`src/rtl/chunked_adder.sv`:
```
// Multi-cycle WIDTH-bit adder/subtractor that adds CHUNK bits per clock with a rippled carry register.
// Latency: accept edge, then N=WIDTH/CHUNK BUSY cycles; valid_o strobes in cycle N+1.
// Backpressure: ready_o low while BUSY; valid_i ignored then, requester holds valid_i until ready_o.
module chunked_adder #(
  parameter int WIDTH = 32,
  parameter int CHUNK = 8
) (
  input  logic             clk_i,
  input  logic             rst_i,
  input  logic             valid_i,
  output logic             ready_o,
  input  logic [WIDTH-1:0] a_i,
  input  logic [WIDTH-1:0] b_i,
  input  logic             carry_i,
  input  logic             sub_i,
  output logic [WIDTH-1:0] sum_o,
  output logic             carry_o,
  output logic             overflow_o,
  output logic             valid_o
);

  localparam int N  = WIDTH / CHUNK;
  localparam int CW = (N > 1) ? $clog2(N) : 1;
  localparam logic [CW-1:0] LAST = CW'(N - 1);

  typedef enum logic [1:0] {IDLE, BUSY, DONE} state_t;

  state_t           state_q, state_d;
  logic [CW-1:0]    cnt_q, cnt_d;
  // Operands are kept as shift registers: the chunk being added is always
  // the low CHUNK bits, so no variable part-selects are needed.
  logic [WIDTH-1:0] a_q, a_d;
  logic [WIDTH-1:0] b_q, b_d;
  logic             carry_q, carry_d;
  // Working sum fills from the top; after N shifts it holds the full result.
  logic [WIDTH-1:0] work_q, work_d;
  logic [WIDTH-1:0] sum_q, sum_d;
  logic             cout_q, cout_d;
  logic             ovf_q, ovf_d;
  logic             valid_q, valid_d;

  logic [CHUNK-1:0] chunk_sum;
  logic             chunk_cout;

  // Ripple chain of CHUNK full-adder cells over the current low chunk.
  always_comb begin
    logic c;
    c         = carry_q;
    chunk_sum = '0;
    for (int i = 0; i < CHUNK; i++) begin
      chunk_sum[i] = a_q[i] ^ b_q[i] ^ c;
      c            = (a_q[i] & b_q[i]) | (c & (a_q[i] ^ b_q[i]));
    end
    chunk_cout = c;
  end

  // Next-state and datapath update for the IDLE/BUSY/DONE sequence.
  always_comb begin
    state_d = state_q;
    cnt_d   = cnt_q;
    a_d     = a_q;
    b_d     = b_q;
    carry_d = carry_q;
    work_d  = work_q;
    sum_d   = sum_q;
    cout_d  = cout_q;
    ovf_d   = ovf_q;
    valid_d = 1'b0;

    case (state_q)
      IDLE, DONE: begin
        if (valid_i) begin
          a_d     = a_i;
          b_d     = sub_i ? ~b_i : b_i;
          carry_d = sub_i ? 1'b1 : carry_i;
          cnt_d   = '0;
          state_d = BUSY;
        end else begin
          state_d = IDLE;
        end
      end
      BUSY: begin
        work_d                    = work_q >> CHUNK;
        work_d[WIDTH-1 -: CHUNK]  = chunk_sum;
        a_d                       = a_q >> CHUNK;
        b_d                       = b_q >> CHUNK;
        carry_d                   = chunk_cout;
        if (cnt_q == LAST) begin
          // On the last chunk the low bits of a_q/b_q are the operand MSBs.
          sum_d   = work_d;
          cout_d  = chunk_cout;
          ovf_d   = (a_q[CHUNK-1] == b_q[CHUNK-1]) && (chunk_sum[CHUNK-1] != a_q[CHUNK-1]);
          valid_d = 1'b1;
          state_d = DONE;
        end else begin
          cnt_d = cnt_q + CW'(1);
        end
      end
      default: state_d = IDLE;
    endcase
  end

  // State registers with synchronous reset taking priority over any accept.
  always_ff @(posedge clk_i) begin
    if (rst_i) begin
      state_q <= IDLE;
      cnt_q   <= '0;
      a_q     <= '0;
      b_q     <= '0;
      carry_q <= 1'b0;
      work_q  <= '0;
      sum_q   <= '0;
      cout_q  <= 1'b0;
      ovf_q   <= 1'b0;
      valid_q <= 1'b0;
    end else begin
      state_q <= state_d;
      cnt_q   <= cnt_d;
      a_q     <= a_d;
      b_q     <= b_d;
      carry_q <= carry_d;
      work_q  <= work_d;
      sum_q   <= sum_d;
      cout_q  <= cout_d;
      ovf_q   <= ovf_d;
      valid_q <= valid_d;
    end
  end

  assign ready_o    = (state_q != BUSY);
  assign sum_o      = sum_q;
  assign carry_o    = cout_q;
  assign overflow_o = ovf_q;
  assign valid_o    = valid_q;

endmodule

```
`config.mk`:
```
export PLATFORM = sky130hd
export DESIGN_NAME = chunked_adder
export DESIGN_NICKNAME = d
export VERILOG_FILES = /design/src/rtl/chunked_adder.sv
export SDC_FILE = /design/constraint.sdc
export NUM_CORES = 1
export LEC_CHECK = 0
export ABC_AREA = 1
export BUFFER_PORTS_ARGS = -buffer_cell sky130_fd_sc_hd__buf_2
export CELL_PAD_IN_SITES_DETAIL_PLACEMENT = 0
export CELL_PAD_IN_SITES_GLOBAL_PLACEMENT = 1
export CORE_MARGIN = 8
export CORE_UTILIZATION = 42
export DETAILED_ROUTE_END_ITERATION = 10
export PLACE_DENSITY_LB_ADDON = 0.25
export SKIP_CTS_REPAIR_TIMING = 1
export SLEW_MARGIN = 20
export SYNTH_ARGS = -nofsm -noshare
export SYNTH_HDL_FRONTEND = slang
export SYNTH_SLANG_ARGS = --single-unit
```
`constraint.sdc`:
```
create_clock -name clk_i -period 7.5 [get_ports clk_i]
set_input_delay 1.5 -clock clk_i [delete_from_list [all_inputs] [get_ports clk_i]]
set_output_delay 1.5 -clock clk_i [all_outputs]
set_load 0.01 [all_outputs]
```
# Yosys cells after proc, flatten, opt, wreduce, memory -nomap -nowiden

Index checks and enable logic that the tools add are counted.

Flip-flop bits (word level): 136
Input port bits: 69
Output and inout port bits: 36
Word-level logic and storage cells: 85

$add $sub $neg: 1
Eq/ne operators: 9
Mux-type cells: 15
Bitwise logic cells: 42
Reduce and logical (&&, ||, !) cells: 8

Operators with widths:

| operator            | count |
|---|---|
| $pmux 32 s2         | 2 |
| $mux 32             | 3 |
| $not 32->32         | 1 |
| $and 1x1->1         | 16 |
| $xor 1x1->1         | 16 |
| $or 1x1->1          | 8 |
| $pmux 2 s2          | 2 |
| $mux 2              | 3 |
| $ne 2x2->1 const B  | 3 |
| $eq 2x2->1 const B  | 2 |
| $mux 1              | 4 |
| $reduce_and 2->1    | 2 |
| $reduce_or 2->1     | 2 |
| $reduce_and 3->1    | 1 |
| $add 2x1->2 const B | 1 |
| $eq 2x1->1 const B  | 1 |
| $logic_not 2->1     | 1 |
| $ne 2x1->1 const B  | 1 |
| $pmux 1 s2          | 1 |
| $reduce_bool 2->1   | 1 |
| $eq 1x1->1          | 1 |
| $logic_and 1x1->1   | 1 |
| $ne 1x1->1          | 1 |
| $not 1->1           | 1 |

# Logic depth before layout (Yosys ltp)

Word-level depth: 18
Mapped depth: 17
Mapped depth without buffers: 17

# Least setup slack after synthesis

Ideal clock, no wire load.

Path type: flip-flop to flip-flop
Start point: register a_q[0]
End point: register ovf_q, in the netlist overflow_o
Library setup time: 0.109 ns
Arrival time: 3.632 ns
Data required time: 7.391 ns
Slack: 3.759 ns
Cell stages (with the launch flop): 18
Buffers on the path: 0
Clock period less this slack: 3.741 ns
Cell sequence: dfxtp_1 > fa_1 > fa_1 > inv_1 > fa_1 > inv_1 > fa_1 > fa_1 > fa_1 > fa_1 > inv_1 > fa_1 > inv_1 > a21oi_1 > nand2_1 > nand2_1 > nand2_1 > inv_1

Cells in the longest elaborated chain, start to end: 18
Elaborated cells on any way between the ends: 19
Those cells by class: eq/ne: 1; bitwise: 17; reduce/logical: 1

RTL lines:

| what                   | line | RTL |
|---|---|---|
| start, declared        | 32   | `logic [WIDTH-1:0] a_q, a_d;` |
| start signal, assigned | 108  | `a_q <= '0;` |
| start signal, assigned | 119  | `a_q <= a_d;` |
| $xor 1x1->1            | 52   | `c = (a_q[i] & b_q[i]) \| (c & (a_q[i] ^ b_q[i]));` |
| $and 1x1->1            | 52   |  |
| $or 1x1->1 *           | 52   |  |
| $and 1x1->1 *          | 52   |  |
| $or 1x1->1 *           | 52   |  |
| $and 1x1->1 *          | 52   |  |
| $or 1x1->1 *           | 52   |  |
| $and 1x1->1 *          | 52   |  |
| [... 2 more ...]       | n/a  |  |
| $or 1x1->1 *           | 52   |  |
| $and 1x1->1 *          | 52   |  |
| $or 1x1->1 *           | 52   |  |
| $and 1x1->1 *          | 52   |  |
| $or 1x1->1 *           | 52   |  |
| $xor 1x1->1 *          | 51   | `chunk_sum[i] = a_q[i] ^ b_q[i] ^ c;` |
| $ne 1x1->1 *           | 92   | `ovf_d = (a_q[CHUNK-1] == b_q[CHUNK-1]) && (chunk_sum[CHUNK-1] != a_q[CHUNK-1]);` |
| $logic_and 1x1->1 *    | 92   |  |
| end signal, assigned   | 125  | `ovf_q <= ovf_d;` |
| end, declared          | 39   | `logic ovf_q, ovf_d;` |

Every way passes the cells marked *; elsewhere a longest branch is shown, timed or not.
A chain may end at the register's enable or synchronous reset.

# Worst setup path in the final report

Ends and elaborated chain as after synthesis.

==> results.sh <==
export IMPL_grt_overflow=0
export IMPL_fin_crit_sh_pct=52.6
export IMPL_fmax_mhz=253
export IMPL_p_sw_mw=0.443
export IMPL_antenna_found_initial=0
export IMPL_cp_end_kind="flip-flop"
export IMPL_crit_path_max_fanout=3
export IMPL_dp_hpwl_um=9380
export IMPL_drt_initial_drc_count=331
export IMPL_max_cap_viol_count=0
export IMPL_clkTransAtPathRegs_ns=0.06
export IMPL_hp_start="a_q[24]"
export IMPL_cts_path_max_buffers=2
export IMPL_ys_flop_type="dfxtp_1"
export IMPL_grtUsageTotal_pct=16.6
export IMPL_rows=42
export IMPL_htreeDepth=4
export IMPL_crit_slowest_cell="fa_1"
export IMPL_syn2layout_area_growth_pct=19.9
export IMPL_worstMarginPinSlew_ns=0.997
export IMPL_vias_per_cell=4.68
export IMPL_worstSetupPathType="reg -> reg"
export IMPL_clk_latency_ns=0.41
export IMPL_comb_power_share_pct=10.5
export IMPL_ys_top_cells_by_area="dfxtp_1, nand2_1, nand3_1, inv_1, nor2_1"
export IMPL_synth_edf_count=0
export IMPL_n_antenna_cell=0
export IMPL_seqPwrFrac_pct=42.5
export IMPL_wl_per_cell_um=12.9
export IMPL_critPathLaunchType="flip-flop"
export IMPL_vias=5116
export IMPL_drc_errors=0
export IMPL_start_util_pct=42.9
export IMPL_syn_nets=905
export IMPL_p_int_mw=1.31
export IMPL_p_leak_nw=3.49
export IMPL_coreArea_mm2=0.0132
export IMPL_netlist_area_leader_share_pct=45.1
export IMPL_cts_sinks=128
export IMPL_peakVddDrop_mv=0.144
export IMPL_cts_buffers=17
export IMPL_wl_um=14000
export IMPL_power_density_mw_per_mm2=257
export IMPL_startpoint="a_q[0]"
export IMPL_die_h_um=132
export IMPL_gp_congestion=0.765
export IMPL_ioPinCount=105
export IMPL_critPathArrivalTime_ns=4.26
export IMPL_synth_cells=826
export IMPL_grt_setup_unrepaired="no"
export IMPL_clockRootBuffer="clkbuf_16"
export IMPL_sw_frac_of_total_pct=25.3
export IMPL_grt_pass1_vias=5156
export IMPL_grt_max_degree=77
export IMPL_synth_top_cell_by_area="dfxtp_1"
export IMPL_hold_viol=0
export IMPL_ys_seq_area_share_pct=45.1
export IMPL_yosys_warnings=0
export IMPL_io_buffers=104
export IMPL_finalSetupTns_ns=0
export IMPL_worst_path_most_repeated_cell="fa_1"
export IMPL_die_area_mm2=0.0175
export IMPL_cp_required_ns=7.82
export IMPL_dr_pass1_iters=4
export IMPL_crit_chain="fa_1 -> fa_1 -> inv_1 -> fa_1 -> inv_1 -> fa_1 -> fa_1 -> fa_1 -> fa_1 -> inv_1 -> fa_1 -> inv_1 -> a21oi_1 -> nand2_1 -> nand2_1 -> nand2_1 -> inv_1"
export IMPL_nNetsFinal=982
export IMPL_die_w_um=132
export IMPL_yosys_cell_count_top_type="nand2_1"
export IMPL_drive_gt1_share_pct=16.4
export IMPL_drv_slew=0
export IMPL_cts_tree="done"
export IMPL_clock_skew_final_ns=0.00526
export IMPL_crit_path_max_incr_delay_ns=0.45
export IMPL_grt_first_pass_wirelength_um=23900
export IMPL_hold_path_class="reg -> reg"
export IMPL_antenna_left=0
export IMPL_syn_cell_area_mm2=0.00568
export IMPL_ys_ff_latch=128
export IMPL_p_clk_share_pct=47.0
export IMPL_hold_ws_ns=0.461
export IMPL_setup_viol=0
export IMPL_synth_common_cells="nand2_1, dfxtp_1, inv_1"
export IMPL_status="completed"
export IMPL_postSynthAreaPerCell_um2=6.87
export IMPL_postSynth_asyncResetShare_pct=0
export IMPL_max_slew_margin_pct=33.3
export IMPL_fin_crit_ns=3.95
export IMPL_synthDistinctLibCells=19
export IMPL_crit_reg2reg_launch="a_q[0]"
critical path, delay by kind of cell (launching register included):
kind | cells | cell delay, ns
fa+ha+maj | 8 | 2.95
flops | 1 | 0.32
compound gates | 1 | 0.06
simple gates | 3 | 0.19
buf+inv | 5 | 0.32
sequential cells by signal, indices dropped and copies added (netlist names):
signal and cells:
work_q 24, state_q 2, a_q 32, cnt_q 2, sum_o 32, b_q 32, valid_o 1, carry_q 1
carry_o 1, overflow_o 1
final cells by class:
| type | instances | area [µm²] |
|---|---|---|
| Sequential cell | 128 | 2560 |
| Inverter | 97 | 364 |
| Multi-Input combinational cell | 551 | 2510 |
| Tap cell | 176 | 220 |
| Timing Repair Buffer | 108 | 551 |
| Fill cell | 1409 | 6430 |
| Clock inverter | 13 | 165 |
| Clock buffer | 19 | 433 |
metrics by stage:
stage          power [mW]  worst slack (ns)  cell area (µm²)  utilization, %  std cells
2_1_floorplan       0.888              3.76             5680               -        826
3_3_place_gp        0.939              3.63             6210            46.9       1060
3_5_place_dp        0.944              3.57             6210            46.9       1060
4_1_cts              1.77              3.55             6810            51.4       1092
5_1_grt              1.84              3.32             6810            51.4       1092
6_report             1.75              3.55             6810            51.4       1092
power by group through the flow:
stage	clock network, mW	registers [mW]	logic (mW)
after floorplan	0	0.751	0.137
after global placement	0	0.758	0.181
after detailed placement	0	0.759	0.185
after CTS	0.841	0.744	0.186
after global routing	0.875	0.749	0.214
final	0.823	0.744	0.183
path summary, 6_finish.rpt:
check	endpoint	slack, ns	depth (start not counted)
setup / recovery	overflow_o	3.55	17
setup reg to reg	overflow_o	3.55	17
hold reg to reg	a_q[24]	0.46	2
hold / removal	a_q[24]	0.46	2
logic make-up (layout without fill, tap and decap cells):
logic type      count (synthesis)  count (layout)  synth area share [%]
simple gates                  443             443                  31.6
fa+ha+maj                      10              10                  3.26
buf+inv                       147             237                  10.8
flops                         128             128                  45.1
compound gates                 91              91                  8.16
xor+xnor                        7               7                  1.08
layout by cell type (no fill, tap or decap), drive strengths merged:
cell,Yosys,routed
nand2,284,284
dfxtp,128,128
buf,36,108
inv,97,97
nand3,87,87
nor2,72,72
a21oi,48,48
o21ai,40,40
clkbuf,14,19
fa,8,8
xor2,7,7
clkinv,0,6
clkinvlp,0,4
a211oi,3,3
bufinv,0,3
ha,2,2
metal layers:
metal  up-vias  global-route usage (%)  share of wire (%)
met5         -                       0                  0
met4         0                    6.56                1.2
met3        12                    5.34                5.6
met2       111                    27.6                 47
met1      2286                    19.4                 46
li1       2707                       -                  -
(Power assumes the default switching activity.)
